File: src/rtl/id_ex_stage_if.sv
`default_nettype none
// ============================================================================
//  Module   : id_ex_stage_if
//  Purpose  : Bundles the decode-side handshake/payload and the EX-side
//             handshake/payload of the ID->EX pipeline register.
//  Modports : master - decode + EX consumer side (drives id_*, ex_ready,
//                      flush; observes id_ready and ex_*)
//             slave  - the id_ex_stage register itself
//  Revision : 1.0  initial release
// ============================================================================
interface id_ex_stage_if #(
    parameter int XLEN = 64
);
    // decode side
    logic            id_valid;
    logic            id_ready;
    logic [XLEN-1:0] id_pc;
    logic [XLEN-1:0] id_imm;
    logic [XLEN-1:0] id_gpr_data1;
    logic [XLEN-1:0] id_gpr_data2;
    logic [4:0]      id_rs1;
    logic [4:0]      id_rs2;
    logic            id_rs1_used;
    logic            id_rs2_used;
    logic [4:0]      id_rd;
    logic            id_rd_wen;
    logic            id_is_load;
    logic [11:0]     id_ctrl;
    logic [2:0]      id_branch_op;

    // EX side
    logic            ex_ready;
    logic            flush;
    logic            ex_valid;
    logic [XLEN-1:0] ex_pc;
    logic [XLEN-1:0] ex_imm;
    logic [XLEN-1:0] ex_gpr_data1;
    logic [XLEN-1:0] ex_gpr_data2;
    logic            ex_fw_en1;
    logic            ex_fw_en2;
    logic [11:0]     ex_ctrl;
    logic [2:0]      ex_branch_op;
    logic [4:0]      ex_rd;
    logic            ex_rd_wen;
    logic            ex_is_load;

    modport master (
        output id_valid, id_pc, id_imm, id_gpr_data1, id_gpr_data2,
               id_rs1, id_rs2, id_rs1_used, id_rs2_used,
               id_rd, id_rd_wen, id_is_load, id_ctrl, id_branch_op,
               ex_ready, flush,
        input  id_ready,
               ex_valid, ex_pc, ex_imm, ex_gpr_data1, ex_gpr_data2,
               ex_fw_en1, ex_fw_en2, ex_ctrl, ex_branch_op,
               ex_rd, ex_rd_wen, ex_is_load
    );

    modport slave (
        input  id_valid, id_pc, id_imm, id_gpr_data1, id_gpr_data2,
               id_rs1, id_rs2, id_rs1_used, id_rs2_used,
               id_rd, id_rd_wen, id_is_load, id_ctrl, id_branch_op,
               ex_ready, flush,
        output id_ready,
               ex_valid, ex_pc, ex_imm, ex_gpr_data1, ex_gpr_data2,
               ex_fw_en1, ex_fw_en2, ex_ctrl, ex_branch_op,
               ex_rd, ex_rd_wen, ex_is_load
    );
endinterface
`default_nettype wire

File: src/rtl/id_ex_stage.sv
`default_nettype none
// ============================================================================
//  Module   : id_ex_stage
//  Purpose  : ID->EX pipeline register for the EX-stage ALU. Captures the
//             decoded instruction, generates the MEM->EX forwarding enables,
//             detects load-use hazards and inserts bubbles, and honours
//             valid/ready backpressure and branch flush.
//  Ports    : clk   - clock, rising edge
//             rst_n - asynchronous active-low reset
//             bus   - id_ex_stage_if.slave (decode handshake + payload in,
//                     EX handshake + payload out)
//  Params   : XLEN     - datapath width
//             LU_STALL - bubbles owed to a load-use hazard on a load in EX
//                        (one fewer when the load has reached MEM)
//  Revision : 1.0  initial release
// ============================================================================
module id_ex_stage #(
    parameter int XLEN     = 64,
    parameter int LU_STALL = 2
) (
    input  wire logic     clk,
    input  wire logic     rst_n,
    id_ex_stage_if.slave  bus
);

    // ------------------------------------------------------------------
    // Stall counter encoding. The counter holds the number of bubbles
    // still owed AFTER the current cycle; the hazard cycle itself is the
    // first bubble, so the values loaded are one less than the total.
    // ------------------------------------------------------------------
    localparam int CNT_W = (LU_STALL > 1) ? $clog2(LU_STALL) : 1;
    localparam int c_LEFT_EX  = (LU_STALL > 0) ? LU_STALL - 1 : 0;
    localparam int c_LEFT_MEM = (LU_STALL > 1) ? LU_STALL - 2 : 0;

    localparam logic [CNT_W-1:0] c_ST_RUN      = CNT_W'(0);
    localparam logic [CNT_W-1:0] c_ST_WAIT_EX  = CNT_W'(c_LEFT_EX);
    localparam logic [CNT_W-1:0] c_ST_WAIT_MEM = CNT_W'(c_LEFT_MEM);
    localparam logic [CNT_W-1:0] c_ONE         = CNT_W'(1);

    // ------------------------------------------------------------------
    // State
    // ------------------------------------------------------------------
    logic            r_ex_valid;
    logic [XLEN-1:0] r_ex_pc;
    logic [XLEN-1:0] r_ex_imm;
    logic [XLEN-1:0] r_ex_gpr_data1;
    logic [XLEN-1:0] r_ex_gpr_data2;
    logic            r_ex_fw_en1;
    logic            r_ex_fw_en2;
    logic [11:0]     r_ex_ctrl;
    logic [2:0]      r_ex_branch_op;
    logic [4:0]      r_ex_rd;
    logic            r_ex_rd_wen;
    logic            r_ex_is_load;

    // Shadow of the instruction now in MEM (only what hazard checks need)
    logic [4:0]      r_mem_rd;
    logic            r_mem_wen;
    logic            r_mem_load;

    logic [CNT_W-1:0] r_stall_cnt;

    // ------------------------------------------------------------------
    // Combinational control
    // ------------------------------------------------------------------
    logic w_adv;
    logic w_in;
    logic w_out;
    logic w_id_ready;
    logic w_stall_idle;
    logic w_ex_alu_src;
    logic w_ex_load_src;
    logic w_mem_load_src;
    logic w_hz_ex;
    logic w_hz_mem;
    logic w_hazard;
    logic w_fw1;
    logic w_fw2;

    // A source matches a producer only when the source is really read, the
    // producer really writes, indices agree and the register is not x0.
    function automatic logic f_match(
        input logic       used,
        input logic [4:0] rs,
        input logic [4:0] rd,
        input logic       wen
    );
        return used & wen & (rs == rd) & (rs != 5'd0);
    endfunction

    assign w_adv  = ~r_ex_valid | bus.ex_ready;
    assign w_out  = r_ex_valid & bus.ex_ready;

    assign w_ex_alu_src   = r_ex_valid & r_ex_rd_wen & ~r_ex_is_load;
    assign w_ex_load_src  = r_ex_valid & r_ex_rd_wen &  r_ex_is_load;
    assign w_mem_load_src = r_mem_wen & r_mem_load;

    // Hazards are only meaningful for an instruction actually presented.
    assign w_hz_ex  = bus.id_valid &
                      (f_match(bus.id_rs1_used, bus.id_rs1, r_ex_rd, w_ex_load_src) |
                       f_match(bus.id_rs2_used, bus.id_rs2, r_ex_rd, w_ex_load_src));
    assign w_hz_mem = bus.id_valid &
                      (f_match(bus.id_rs1_used, bus.id_rs1, r_mem_rd, w_mem_load_src) |
                       f_match(bus.id_rs2_used, bus.id_rs2, r_mem_rd, w_mem_load_src));
    assign w_hazard = w_hz_ex | w_hz_mem;

    assign w_stall_idle = (r_stall_cnt == c_ST_RUN);
    assign w_id_ready   = w_adv & ~w_hazard & w_stall_idle & ~bus.flush;
    assign w_in         = bus.id_valid & w_id_ready;

    // The instruction captured this edge sits directly behind the one
    // leaving EX, which will be in MEM when the new one executes. Loads
    // cannot be bypassed here; those are covered by the stall path.
    assign w_fw1 = f_match(bus.id_rs1_used, bus.id_rs1, r_ex_rd, w_ex_alu_src);
    assign w_fw2 = f_match(bus.id_rs2_used, bus.id_rs2, r_ex_rd, w_ex_alu_src);

    // ------------------------------------------------------------------
    // Valid bit
    // ------------------------------------------------------------------
    always_ff @(posedge clk or negedge rst_n) begin
        if (!rst_n) begin
            r_ex_valid <= 1'b0;
        end else if (bus.flush) begin
            r_ex_valid <= 1'b0;
        end else if (w_in) begin
            r_ex_valid <= 1'b1;
        end else if (w_out) begin
            r_ex_valid <= 1'b0;
        end
    end

    // ------------------------------------------------------------------
    // Payload: loads only on an accepted instruction, otherwise holds
    // (bubbles leave stale payload behind a cleared valid).
    // ------------------------------------------------------------------
    always_ff @(posedge clk or negedge rst_n) begin
        if (!rst_n) begin
            r_ex_pc        <= '0;
            r_ex_imm       <= '0;
            r_ex_gpr_data1 <= '0;
            r_ex_gpr_data2 <= '0;
            r_ex_fw_en1    <= 1'b0;
            r_ex_fw_en2    <= 1'b0;
            r_ex_ctrl      <= '0;
            r_ex_branch_op <= '0;
            r_ex_rd        <= '0;
            r_ex_rd_wen    <= 1'b0;
            r_ex_is_load   <= 1'b0;
        end else if (w_in) begin
            r_ex_pc        <= bus.id_pc;
            r_ex_imm       <= bus.id_imm;
            r_ex_gpr_data1 <= bus.id_gpr_data1;
            r_ex_gpr_data2 <= bus.id_gpr_data2;
            r_ex_fw_en1    <= w_fw1;
            r_ex_fw_en2    <= w_fw2;
            r_ex_ctrl      <= bus.id_ctrl;
            r_ex_branch_op <= bus.id_branch_op;
            r_ex_rd        <= bus.id_rd;
            r_ex_rd_wen    <= bus.id_rd_wen;
            r_ex_is_load   <= bus.id_is_load;
        end
    end

    // ------------------------------------------------------------------
    // MEM shadow: follows EX on every advance. A bubble, or an instruction
    // killed by flush, arrives in MEM with its write enable cleared.
    // ------------------------------------------------------------------
    always_ff @(posedge clk or negedge rst_n) begin
        if (!rst_n) begin
            r_mem_rd   <= '0;
            r_mem_wen  <= 1'b0;
            r_mem_load <= 1'b0;
        end else if (w_adv) begin
            r_mem_rd   <= r_ex_rd;
            r_mem_wen  <= r_ex_rd_wen & r_ex_valid & ~bus.flush;
            r_mem_load <= r_ex_is_load;
        end
    end

    // ------------------------------------------------------------------
    // Load-use stall counter: RUN(0) -> WAIT(n) on hazard, counts down on
    // each advance, frozen under backpressure, forced to RUN on flush.
    // ------------------------------------------------------------------
    always_ff @(posedge clk or negedge rst_n) begin
        if (!rst_n) begin
            r_stall_cnt <= c_ST_RUN;
        end else if (bus.flush) begin
            r_stall_cnt <= c_ST_RUN;
        end else if (w_stall_idle) begin
            if (w_adv && w_hazard) begin
                r_stall_cnt <= w_hz_ex ? c_ST_WAIT_EX : c_ST_WAIT_MEM;
            end
        end else if (w_adv) begin
            r_stall_cnt <= r_stall_cnt - c_ONE;
        end
    end

    // ------------------------------------------------------------------
    // Outputs
    // ------------------------------------------------------------------
    assign bus.id_ready     = w_id_ready;
    assign bus.ex_valid     = r_ex_valid;
    assign bus.ex_pc        = r_ex_pc;
    assign bus.ex_imm       = r_ex_imm;
    assign bus.ex_gpr_data1 = r_ex_gpr_data1;
    assign bus.ex_gpr_data2 = r_ex_gpr_data2;
    assign bus.ex_fw_en1    = r_ex_fw_en1;
    assign bus.ex_fw_en2    = r_ex_fw_en2;
    assign bus.ex_ctrl      = r_ex_ctrl;
    assign bus.ex_branch_op = r_ex_branch_op;
    assign bus.ex_rd        = r_ex_rd;
    assign bus.ex_rd_wen    = r_ex_rd_wen;
    assign bus.ex_is_load   = r_ex_is_load;

endmodule
`default_nettype wire
File: src/flat_wrapper.sv
// flat-port wrapper written by rule: the top's interface ports become plain ports
module id_ex_stage_flat 
#(
    parameter int XLEN     = 64,
    parameter int LU_STALL = 2
)
  (clk, rst_n, bus_id_valid, bus_id_pc, bus_id_imm, bus_id_gpr_data1, bus_id_gpr_data2, bus_id_rs1, bus_id_rs2, bus_id_rs1_used, bus_id_rs2_used, bus_id_rd, bus_id_rd_wen, bus_id_is_load, bus_id_ctrl, bus_id_branch_op, bus_ex_ready, bus_flush, bus_id_ready, bus_ex_valid, bus_ex_pc, bus_ex_imm, bus_ex_gpr_data1, bus_ex_gpr_data2, bus_ex_fw_en1, bus_ex_fw_en2, bus_ex_ctrl, bus_ex_branch_op, bus_ex_rd, bus_ex_rd_wen, bus_ex_is_load);
  id_ex_stage_if #(.XLEN(XLEN)) bus_i ();
  input  wire logic clk;
  input  wire logic rst_n;
  input wire logic [$bits(bus_i.id_valid)-1:0] bus_id_valid;
  input wire logic [$bits(bus_i.id_pc)-1:0] bus_id_pc;
  input wire logic [$bits(bus_i.id_imm)-1:0] bus_id_imm;
  input wire logic [$bits(bus_i.id_gpr_data1)-1:0] bus_id_gpr_data1;
  input wire logic [$bits(bus_i.id_gpr_data2)-1:0] bus_id_gpr_data2;
  input wire logic [$bits(bus_i.id_rs1)-1:0] bus_id_rs1;
  input wire logic [$bits(bus_i.id_rs2)-1:0] bus_id_rs2;
  input wire logic [$bits(bus_i.id_rs1_used)-1:0] bus_id_rs1_used;
  input wire logic [$bits(bus_i.id_rs2_used)-1:0] bus_id_rs2_used;
  input wire logic [$bits(bus_i.id_rd)-1:0] bus_id_rd;
  input wire logic [$bits(bus_i.id_rd_wen)-1:0] bus_id_rd_wen;
  input wire logic [$bits(bus_i.id_is_load)-1:0] bus_id_is_load;
  input wire logic [$bits(bus_i.id_ctrl)-1:0] bus_id_ctrl;
  input wire logic [$bits(bus_i.id_branch_op)-1:0] bus_id_branch_op;
  input wire logic [$bits(bus_i.ex_ready)-1:0] bus_ex_ready;
  input wire logic [$bits(bus_i.flush)-1:0] bus_flush;
  output wire logic [$bits(bus_i.id_ready)-1:0] bus_id_ready;
  output wire logic [$bits(bus_i.ex_valid)-1:0] bus_ex_valid;
  output wire logic [$bits(bus_i.ex_pc)-1:0] bus_ex_pc;
  output wire logic [$bits(bus_i.ex_imm)-1:0] bus_ex_imm;
  output wire logic [$bits(bus_i.ex_gpr_data1)-1:0] bus_ex_gpr_data1;
  output wire logic [$bits(bus_i.ex_gpr_data2)-1:0] bus_ex_gpr_data2;
  output wire logic [$bits(bus_i.ex_fw_en1)-1:0] bus_ex_fw_en1;
  output wire logic [$bits(bus_i.ex_fw_en2)-1:0] bus_ex_fw_en2;
  output wire logic [$bits(bus_i.ex_ctrl)-1:0] bus_ex_ctrl;
  output wire logic [$bits(bus_i.ex_branch_op)-1:0] bus_ex_branch_op;
  output wire logic [$bits(bus_i.ex_rd)-1:0] bus_ex_rd;
  output wire logic [$bits(bus_i.ex_rd_wen)-1:0] bus_ex_rd_wen;
  output wire logic [$bits(bus_i.ex_is_load)-1:0] bus_ex_is_load;
  assign bus_i.id_valid = bus_id_valid;
  assign bus_i.id_pc = bus_id_pc;
  assign bus_i.id_imm = bus_id_imm;
  assign bus_i.id_gpr_data1 = bus_id_gpr_data1;
  assign bus_i.id_gpr_data2 = bus_id_gpr_data2;
  assign bus_i.id_rs1 = bus_id_rs1;
  assign bus_i.id_rs2 = bus_id_rs2;
  assign bus_i.id_rs1_used = bus_id_rs1_used;
  assign bus_i.id_rs2_used = bus_id_rs2_used;
  assign bus_i.id_rd = bus_id_rd;
  assign bus_i.id_rd_wen = bus_id_rd_wen;
  assign bus_i.id_is_load = bus_id_is_load;
  assign bus_i.id_ctrl = bus_id_ctrl;
  assign bus_i.id_branch_op = bus_id_branch_op;
  assign bus_i.ex_ready = bus_ex_ready;
  assign bus_i.flush = bus_flush;
  assign bus_id_ready = bus_i.id_ready;
  assign bus_ex_valid = bus_i.ex_valid;
  assign bus_ex_pc = bus_i.ex_pc;
  assign bus_ex_imm = bus_i.ex_imm;
  assign bus_ex_gpr_data1 = bus_i.ex_gpr_data1;
  assign bus_ex_gpr_data2 = bus_i.ex_gpr_data2;
  assign bus_ex_fw_en1 = bus_i.ex_fw_en1;
  assign bus_ex_fw_en2 = bus_i.ex_fw_en2;
  assign bus_ex_ctrl = bus_i.ex_ctrl;
  assign bus_ex_branch_op = bus_i.ex_branch_op;
  assign bus_ex_rd = bus_i.ex_rd;
  assign bus_ex_rd_wen = bus_i.ex_rd_wen;
  assign bus_ex_is_load = bus_i.ex_is_load;
  id_ex_stage #(.XLEN(XLEN), .LU_STALL(LU_STALL)) u_core (.clk(clk), .rst_n(rst_n), .bus(bus_i));
endmodule
File: config.mk
export PLATFORM = sky130hd
export DESIGN_NAME = id_ex_stage_flat
export DESIGN_NICKNAME = d
export VERILOG_FILES = /design/src/rtl/id_ex_stage_if.sv /design/src/rtl/id_ex_stage.sv /design/src/flat_wrapper.sv
export SDC_FILE = /design/constraint.sdc
export NUM_CORES = 1
export LEC_CHECK = 0
export BUFFER_PORTS_ARGS = -buffer_cell sky130_fd_sc_hd__buf_2
export CORE_AREA = 2 2 227 229
export DETAILED_ROUTE_END_ITERATION = 10
export DIE_AREA = 0 0 229 231
export PLACE_DENSITY = 0.51
export SLEW_MARGIN = 15
export SYNTH_ARGS = -nofsm -noshare
export SYNTH_HDL_FRONTEND = slang
export SYNTH_SLANG_ARGS = --single-unit
File: constraint.sdc
create_clock -name clk -period 5.8 [get_ports clk]
set_input_delay 1.45 -clock clk [delete_from_list [all_inputs] [get_ports clk]]
set_output_delay 1.45 -clock clk [all_outputs]
set_load 0.1 [all_outputs]
==> summary.md, run 1 <==
| Metric | Value |
|---|---|
| Fill cell total of the finished layout | just over 5000 |
| Type of the tightest min-delay check | reg -> reg |
| Final cell area excluding filler cells | ~16000 sq um |
| Critical path peak fanout | 3 |
| Largest net degree at the start of global routing | 144 |
| Setup tns final | 0 ns |
| Worst Hold Path Cells | 1 |
| Hold violation total from the final report | 0 |
| Width of the die | 229 um |
| Worst min-delay path startpoint | u_core.bus.ex_ctrl[10] |
| Die ar. | 52900 sq um |
| Type of element launching the critical path | primary input |
| Worst path slowest cell | or4_1 |
| Static Leak | 8.02 nW |
| Layout cells sized above 1 | 72.0% |
| Iteration-0 DRC count of the detailed router | about 250 |
| Number of setup violations in the final report | 0 |
| Clock-pin slew on the worst setup and hold paths | 0.05 ns |
| Reg2reg path depth | 7 |
| Antenna violations before repair | 2 |
| Post-synthesis cell count | 663 |
| Source of the worst register-to-register timing path | u_core.bus.ex_rd[3] |
| Cell Chain, Critical Path | buf_2 -> or4_1 -> o21ai_1 -> nor3_1 -> a21oi_1 -> inv_1 -> a21oi_1 -> buf_2 |
| Via count of the first global-routing pass | 8302 |
| Total Routing Usage GR | 11.7% |
| Number of rows in the core area | 83 |
| Unrepaired setup endpoints after global routing | false |
| Final Net Count | around 1500 |
| Synth unique cells | 25 |
| Worst hold margin | 0.496 ns |
| Result of the run | finished, final reports clean |
| TritonCTS clock tree | yes |
| Average via count per standard cell | 3.93 |
| Pwr dens | about 500 nW/um^2 |
| Initial standard-cell utilization of the core | 22.4% |
| Number of synthesized register bits | approximately 290 |
| Arrival time at the worst endpoint | 3.22 ns |
| Count of hold-fix buffers inserted at cts | 0 |
| Die Y-Extent | about 230 um |
| Critical path capture point type | output pin |
| Min cycle time layout | 4.67 ns |
| Final count of pins violating max slew | 0 |
| Final wirelength | around 32 mm |
| Final Skew | 0.00879 ns |
| Worst slack at placement | 1.15 ns |
| Sequential-to-total area share from yosys stat | 63.6% |
| Buffer count from post-CTS setup fixing | 0 |
| End of the worst hold path | u_core.bus.ex_ctrl[10] |
| Post-synthesis cell area | approximately 11000 sq um |
| DP Area | 15000 sq um |
| Commonest non-fill, non-tap cells in the layout | buf_2, dfrtp_1, mux2_2, mux2_4, clkbuf_16 |
| Post-synthesis async set-or-reset flop share | 100% |
| Number of gates resized after CTS | 0 |
| Number of detailed-routing iterations run before antenna repair | 4 |
| Peak clock frequency supported by timing | 214 MHz |
| Critical path class | in -> out |
| Slew at the pin closest to its max-slew limit | 0.859 ns |
| Number of warnings reported in the yosys synthesis log | 0 |
| Standard cell core area | 50700 sq um |
| Number of top-level pins | about 580 |
| Total chip power | between 8 and 9 mW |
| Area growth from synthesis to layout | 41.2% |
| Most common cell after layout, fill and taps aside | buf_2 |
| Crit path required time | 4.35 ns |
| Total of buffers placed on input and output ports | about 580 |
| Total number of H-tree levels | 2 |
| Number of maximum-capacitance violations | 0 |
| Global route overflow | 0 |
| GPL Wtd Cong | between 0.8 and 0.9 |
| Net count of the mapped netlist | roughly 960 |
| Remaining DRCs | 0 |
| Clock Path Buffers | 3 |
| First-pass GRT wire length | approximately 48 mm |
| VDD IR max | 283 uV |
| Flop2flop setup slack | 2.85 ns |
| Number of sinks handled by clock tree synthesis | 289 |
| Count of flip-flops with a built-in enable after synthesis | 0 |
| Worst stage delay on the critical path | 0.51 ns |
| Slew margin rel. | 42.7% |
| Clock root cell | clkbuf_16 |
| Overall via count from detail_route | 7695 |
| Main synth FF type | dfrtp_1 |
| Final ANT Viol Nets | 0 |
| Avg Cell Area, Syn | 17.2 sq um |
| Number of buffers added by the clock tree synthesis step | 35 |
| Clock latency at the later pin of the worst-skew pair | 0.52 ns |
| Placed wire-length estimate | 24.2 mm |
| Post-DR wirelength/cell | ~17 um |
| Part of the cycle the worst path needs | approximately four fifths |
| Final worst slack | 1.13 ns |
| Capture point of the worst reg-to-reg path | u_core.bus.ex_imm[28] |
## worst max-delay path, delay by kind of cell
kind	cells	cell delay [ns]
buffers and inverters	3	0.64
AND/OR/NAND/NOR	2	0.59
AO/OA/AOI/OAI	3	0.53
## metrics by stage
stage,utilization [%],std cells
3_5_place_dp,29.6,1895
4_1_cts,31.7,1955
3_3_place_gp,29.6,1895
6_report,31.7,1956
5_1_grt,31.7,1956
2_1_floorplan,-,663
## final cells by class
| class | count | area (sq um) | area share [%] |
|---|---|---|---|
| diodes | 1 | 2.50 | 0.0156 |
| multi-input cells | 339 | 3910 | 24.4 |
| clock buffers | 53 | 1020 | 6.32 |
| clock inverters | 7 | 35.0 | 0.218 |
| repair buffers | 584 | 3000 | 18.7 |
| inverters | 3 | 11.3 | 0.0701 |
| flip-flops and latches | 289 | 7230 | 45.0 |
| well taps | 680 | 851 | 5.30 |
## cells in the mapped netlist (2+ instances only)
master      n  area, sq um
dfrtp_1   289         7230
mux2_2    197         2220
buf_2      20          100
nand3_1     3         15.0
nor2_1      2         7.51
xor2_1      9         78.8
xnor2_1    11         96.3
nor3_1      3         15.0
or4_1       2         15.0
inv_1       3         11.3
nand4_1     3         18.8
clkbuf_1    2         7.51
nor3b_1     2         15.0
nor4_1      3         18.8
buf_6      10          113
a21oi_1     3         15.0
mux2_4     89         1340
nand2_1     5         18.8
## routing by layer
metal | track usage, % | up-vias | part of all wire, % | wire [um]
met3 | 3.87 | 61 | 7.3 | 2350
li1 | - | 3518 | - | -
met2 | 20.8 | 303 | 52 | 16900
met4 | 4.38 | 2 | 2.6 | 857
met1 | 13.0 | 3811 | 38 | 12300
met5 | 0 | - | 0.040 | 13
## sequential cells by signal, indices dropped and copies added, names as in the netlist
name                     flops
u_core.bus.ex_gpr_data1     64
u_core.bus.ex_gpr_data2     64
u_core.bus.ex_imm           64
u_core.bus.ex_pc            64
u_core.bus.ex_ctrl          12
u_core.bus.ex_rd             5
u_core.r_mem_rd              5
u_core.bus.ex_branch_op      3
u_core.bus.ex_fw_en1         1
u_core.bus.ex_fw_en2         1
u_core.bus.ex_is_load        1
u_core.bus.ex_rd_wen         1
u_core.bus.ex_valid          1
u_core.r_mem_load            1
u_core.r_mem_wen             1
u_core.r_stall_cnt           1
## logic make-up after synthesis
group / share of synthesized area (%)
compound gates: 0.352
xor+xnor: 1.54
buf+inv: 2.03
flops: 63.6
mux: 31.2
simple gates: 1.25
## how the worst max path moves through the flow
| stage | depth (start not counted) | startpoint | end | slack (ns) |
|---|---|---|---|---|
| floorplan | 6 | bus_id_rs2[0] | bus_id_ready | 0.48 |
| global placement | 8 | bus_id_rs2[0] | bus_id_ready | 1.15 |
| detailed placement | 8 | bus_id_rs2[0] | bus_id_ready | 1.15 |
| CTS | 8 | bus_id_rs2[0] | bus_id_ready | 1.15 |
| global route | 8 | bus_id_rs2[0] | bus_id_ready | 1.04 |
| finish | 8 | bus_id_rs2[0] | bus_id_ready | 1.13 |
## power breakdown
part	internal (mW)	switching [mW]	total, mW	leakage, nW
registers	2.37	0.200	2.57	3.41
clock network	1.20	0.828	2.03	0.520
logic	0.672	2.98	3.66	4.09
total	4.24	4.01	8.25	8.02
No activity file was read; power rests on OpenSTA's default activity.
==> run 2: changes to the inputs <==
PLACE_DENSITY = 0.53   (was 0.51)
clock period = 4.2 ns   (was 5.8 ns; I/O delays follow)
==> summary.md, run 2 (synthesis results as in run 1) <==
| Metric | Value |
|---|---|
| Result of the run | finished, final reports clean |
| Buffer count from post-CTS setup fixing | 0 (unchanged) |
| Final Net Count | 1560 (+0.84%) |
| Slew margin rel. | 30.8% (-12 points) |
| Number of setup violations in the final report | 0 (unchanged) |
| Unrepaired setup endpoints after global routing | false |
| Final Skew | 0.00943 ns (+0.000639 ns) |
| Cell Chain, Critical Path | buf_2 -> or4_1 -> o21ai_1 -> nor3_1 -> a21oi_1 -> inv_1 -> a21oi_2 -> buf_2 |
| DP Area | 15100 sq um (+0.79%) |
| Power share of the sequential group | 29.8% (-1.3 points) |
| VDD IR max | 386 uV (+36%) |
| Total Routing Usage GR | 12.0% (+0.28 points) |
| Cell repeated most along the worst path | buf_2 |
| Final worst slack | 0.377 ns (-0.754 ns) |
| Total chip power | 11.9 mW (+44%) |
| Fill cell total of the finished layout | 5169 (-0.44%) |
| Placed wire-length estimate | 24.6 mm (+1.4%) |
| Clock latency at the later pin of the worst-skew pair | 0.52 ns (about the same) |
| Final cell area excluding filler cells | 16400 sq um (+2.1%) |
| Critical path class | in -> out |
| Worst slack at placement | 0.364 ns (-0.784 ns) |
| Global route overflow | 0 (unchanged) |
| Min cycle time layout | between 3 and 4 ns |
| Number of maximum-capacitance violations | 0 (unchanged) |
| Final count of pins violating max slew | 0 (unchanged) |
| Peak clock frequency supported by timing | ~260 MHz |
| Layout cells sized above 1 | 73.0% (+0.97 points) |
| Static Leak | 8.20 nW (+2.2%) |
| Diode count | 0 (-1) |
| Overall via count from detail_route | 7759 (+0.83%) |
| Number of top-level pins | 577 (unchanged) |
| Portion of total power attributed to combinational logic | 42.6% (-1.7 points) |
| Area growth from synthesis to layout | 44.1% |
| Post-route non-filler standard cell count | 1971 (+0.77%) |
| Sw power | 5.59 mW (+39%) |
| Average via count per standard cell | 3.94 (about the same) |
| Pwr dens | 725 nW/um^2 (+41%) |
| Standard cell core area | 50700 sq um (unchanged) |
| Final ANT Viol Nets | 0 (unchanged) |
| Hold violation total from the final report | 0 (unchanged) |
| Type of element launching the critical path | primary input |
| Clock network fraction of total power | 27.6% (+3.0 points) |
| Via count of the first global-routing pass | 8485 (+2.2%) |
| Crit path required time | 3.15 ns (-1.20 ns) |
| Antenna violations before repair | 2 (unchanged) |
| Setup tns final | 0 ns (unchanged) |
| Largest net degree at the start of global routing | 145 (+0.69%) |
| Buffers plus inverters on the worst setup path | 3 (unchanged) |
| Number of buffers added by the clock tree synthesis step | 36 (+2.9%) |
| Type of the tightest min-delay check | reg -> reg |
| Part of the cycle the worst path needs | between 90% and 100% |
| GPL Wtd Cong | 0.890 (-0.48%) |
| Clock Path Buffers | 3 (unchanged) |
| Number of rows in the core area | 83 (unchanged) |
| Critical path peak fanout | 3 (unchanged) |
| Worst path top cell family by delay | buffers and inverters |
| First-pass GRT wire length | 49.6 mm (+2.7%) |
| Width of the die | 229 um (unchanged) |
| Worst stage delay on the critical path | 0.52 ns (about the same) |
| Cells after DPL | 1907 (+0.63%) |
| Internal power | 6.30 mW (+48%) |
| TritonCTS clock tree | yes |
| Arrival time at the worst endpoint | 2.77 ns (-0.45 ns) |
| Total number of H-tree levels | 2 (unchanged) |
| Clock root cell | clkbuf_16 |
| Net switching fraction of the power | 47.0% (-1.6 points) |
| Total of buffers placed on input and output ports | 576 (unchanged) |
| Die ar. | 52900 sq um (unchanged) |
| Iteration-0 DRC count of the detailed router | 288 (+16%) |
| Count of hold-fix buffers inserted at cts | 0 (unchanged) |
| Commonest non-fill, non-tap cells in the layout | buf_2, dfrtp_1, mux2_2, mux2_4, clkbuf_16 |
| Post-DR wirelength/cell | 16.6 um (+0.24%) |
| Number of detailed-routing iterations run before antenna repair | 4 (unchanged) |
| Critical path capture point type | output pin |
| Clock-pin slew on the worst setup and hold paths | 0.06 ns (about the same) |
| Number of sinks handled by clock tree synthesis | 289 (unchanged) |
| Remaining DRCs | 0 (unchanged) |
| Number of gates resized after CTS | 0 (unchanged) |
| Slew at the pin closest to its max-slew limit | 1.04 ns (+0.179 ns) |
| Initial standard-cell utilization of the core | 22.4% (unchanged) |
| Final wirelength | 32.7 mm (+1.0%) |
| Most common cell after layout, fill and taps aside | buf_2 |
| Worst path slowest cell | or4_1 |
| Die Y-Extent | 231 um (unchanged) |
run 2: layer usage:
metal	global-route usage, %	part of all wire, %	vias up
met5	0	0.079	-
met4	4.08	2.4	4
met3	3.45	6.5	53
met2	20.9	51	284
met1	14.1	40	3873
li1	-	-	3545
run 2: final cells by class:
class                           instances  area, sq um  area share [%]
Sequential cell                       289         7230            44.1
Multi-Input combinational cell        339         3920            23.9
Clock buffer                           53         1090            6.62
Clock inverter                         11          184            1.12
Tap cell                              680          851            5.19
Timing Repair Buffer                  596         3120            19.0
Inverter                                3         11.3          0.0687
run 2: power groups by stage:
stage	Combinational (mW)	Clock (mW)	Sequential, mW
after floorplan	0.682	0	7.05
after global placement	5.09	0	3.57
after detailed placement	5.10	0	3.59
after CTS	5.11	3.41	3.55
after global routing	5.20	3.54	3.61
final	5.07	3.28	3.55
run 2: final timing paths:
check | from | end | slack (ns) | cells past startpoint
worst max-delay path | bus_id_rs2[0] | bus_id_ready | 0.38 | 8
worst min-delay path | u_core.bus.ex_imm[12] | u_core.bus.ex_imm[12] | 0.50 | 1
worst max register to register | u_core.bus.ex_rd[0] | u_core.bus.ex_gpr_data2[47] | 1.13 | 7
worst min register to register | u_core.bus.ex_imm[12] | u_core.bus.ex_imm[12] | 0.50 | 1
max in group asynchronous | rst_n | u_core.bus.ex_gpr_data2[42] | 2.59 | 2
min in group asynchronous | rst_n | u_core.bus.ex_gpr_data2[2] | 0.59 | 1
run 2: worst register-to-register path: stages, from the launching register on:
cell and delay [ns]:
dfrtp_1 0.47, xnor2_1 0.20, nand4_1 0.10, nor4_1 0.46
o21ai_2 0.15, nand4_1 0.33, buf_12 0.43, mux2_2 0.81
run 2: per-stage QoR:
step	hold slack, ns	utilization, %
after detailed placement	0.487	29.9
after floorplan	0.503	-
after CTS	0.500	32.4
after global placement	0.483	29.9
final	0.496	32.4
after global routing	0.511	32.4
==> run 3: changes to the inputs <==
CORE_AREA = 2 2 223 225   (was 2 2 227 229)
CTS_CLUSTER_DIAMETER = 60   (was default)
DIE_AREA = 0 0 225 227   (was 0 0 229 231)
PLACE_DENSITY = 0.54   (was 0.53)
==> summary.md, run 3 (synthesis results as in run 1) <==
| Metric | Value |
|---|---|
| Peak clock frequency supported by timing | 258 MHz (-1.3%) |
| Number of top-level pins | 577 (unchanged) |
| Type of the tightest min-delay check | reg -> reg |
| Largest net degree at the start of global routing | 140 (-3.4%) |
| GPL Wtd Cong | 0.871 (-2.2%) |
| Overall via count from detail_route | 7765 (+0.077%) |
| Critical path capture point type | output pin |
| Static Leak | 8.08 nW (-1.4%) |
| Via count of the first global-routing pass | 8316 (-2.0%) |
| Layout cells sized above 1 | 72.3% (-0.70 points) |
| VDD IR max | 430 uV (+11%) |
| Final ANT Viol Nets | 0 (unchanged) |
| Critical path peak fanout | 3 (unchanged) |
| Antenna violations before repair | 2 (unchanged) |
| Number of maximum-capacitance violations | 0 (unchanged) |
| Result of the run | finished, final reports clean |
| Buffer count from post-CTS setup fixing | 0 (unchanged) |
| Clock latency at the later pin of the worst-skew pair | 0.52 ns (about the same) |
| Die ar. | 51100 sq um (-3.4%) |
| Setup tns final | 0 ns (unchanged) |
| Crit path required time | 3.15 ns (about the same) |
| Area growth from synthesis to layout | 41.8% |
| Number of sinks handled by clock tree synthesis | 289 (unchanged) |
| Standard cell core area | 48500 sq um (-4.2%) |
| Hold violation total from the final report | 0 (unchanged) |
| Number of buffers added by the clock tree synthesis step | 37 (+2.8%) |
| Part of the cycle the worst path needs | 92.3% (+1.2 points) |
| Total of buffers placed on input and output ports | 576 (unchanged) |
| Clock Path Buffers | 3 (unchanged) |
| Critical path class | in -> out |
| Iteration-0 DRC count of the detailed router | 212 (-26%) |
| Number of detailed-routing iterations run before antenna repair | 4 (unchanged) |
| Total number of H-tree levels | 2 (unchanged) |
| Placed wire-length estimate | 24.6 mm (about the same) |
| Post-DR wirelength/cell | 17.2 um (+3.4%) |
| Pwr dens | 721 nW/um^2 (-0.66%) |
| Final Skew | 0.0105 ns (+0.00107 ns) |
| TritonCTS clock tree | yes |
| Final count of pins violating max slew | 0 (unchanged) |
| Width of the die | 225 um (-1.7%) |
| Remaining DRCs | 0 (unchanged) |
| Worst slack at placement | 0.335 ns (-0.0287 ns) |
| Worst hold margin | 0.495 ns (-0.000946 ns) |
| Unrepaired setup endpoints after global routing | false |
| Clock root cell | clkbuf_16 |
| Arrival time at the worst endpoint | 2.83 ns (+0.06 ns) |
| Min cycle time layout | 3.88 ns (+0.0521 ns) |
| Count of hold-fix buffers inserted at cts | 0 (unchanged) |
| Most common cell after layout, fill and taps aside | buf_2 |
| Commonest non-fill, non-tap cells in the layout | buf_2, dfrtp_1, mux2_2, mux2_4, clkbuf_16 |
| Average via count per standard cell | 4.08 (+3.7%) |
| Slew at the pin closest to its max-slew limit | 0.949 ns (-0.0887 ns) |
| Final worst slack | 0.325 ns (-0.0521 ns) |
| Slew margin rel. | 36.7% (+5.9 points) |
| Final wirelength | 32.7 mm (-0.21%) |
| Number of rows in the core area | 81 (-2.4%) |
| Type of element launching the critical path | primary input |
| Global route overflow | 0 (unchanged) |
| Die Y-Extent | 227 um (-1.7%) |
| Number of gates resized after CTS | 0 (unchanged) |
| First-pass GRT wire length | 48.4 mm (-2.5%) |
| Clock-pin slew on the worst setup and hold paths | 0.05 ns (about the same) |
| Final Net Count | 1551 (-0.58%) |
| Total Routing Usage GR | 12.3% (+0.26 points) |
| Initial standard-cell utilization of the core | 23.4% (+0.99 points) |
| Number of setup violations in the final report | 0 (unchanged) |
==> run 3: cell types whose count changed in the layout (fill, tap and decap cells not counted), sizes merged <==
cell      previous run  this run
diode                0         1
buf                596       586
clkbuf              53        54
clkinvlp             0         1
clkinv               6         5
inv                  3         4
bufinv               5         2
==> run 3: metrics by stage <==
step	cells	power, mW	utilization (%)	instance area [sq um]
after floorplan	663	7.73	-	11400
final	1903	11.6	33.2	16100
after CTS	1902	11.8	33.2	16100
after detailed placement	1839	8.68	30.9	15000
after global routing	1903	12.1	33.2	16100
after global placement	1839	8.66	30.9	15000
==> run 3: worst max-delay path: stages <==
cell	delay, ns
buf_2	0.12
or4_1	0.52
o21ai_1	0.19
nor3_1	0.08
a21oi_1	0.18
inv_1	0.08
a21oi_2	0.15
buf_2	0.44
==> run 3: layout make-up <==
type	count	area, sq um
antenna	1	2.50
tap	622	778
timing repair buffer	586	3040
inverter	3	11.3
multi-input combinational	339	3920
sequential	289	7230
clock buffer	54	1040
clock inverter	9	108
fill	4882	32400
==> run 3: worst paths after layout <==
kind | from | to | depth (start not counted) | slack [ns]
worst max-delay path | bus_id_rs2[0] | bus_id_ready | 8 | 0.32
worst min-delay path | u_core.bus.ex_branch_op[1] | u_core.bus.ex_branch_op[1] | 1 | 0.50
worst max register to register | u_core.bus.ex_rd[0] | u_core.bus.ex_imm[54] | 7 | 1.44
worst min register to register | u_core.bus.ex_branch_op[1] | u_core.bus.ex_branch_op[1] | 1 | 0.50
max in group asynchronous | rst_n | u_core.bus.ex_imm[48] | 2 | 2.67
min in group asynchronous | rst_n | u_core.bus.ex_gpr_data1[13] | 1 | 0.56
==> run 3: per-layer routing <==
| metal | wire (um) | GRT usage [%] |
|---|---|---|
| met1 | 12600 | 14.1 |
| met2 | 16900 | 21.3 |
| met3 | 2230 | 3.52 |
| met4 | 943 | 5.19 |
| met5 | 13 | 0 |
==> run 3: report_power, final <==
group          internal [mW]  switching (mW)
logic                  0.931            4.13
clock network           1.84            1.18
registers               3.27           0.276
total                   6.04            5.58
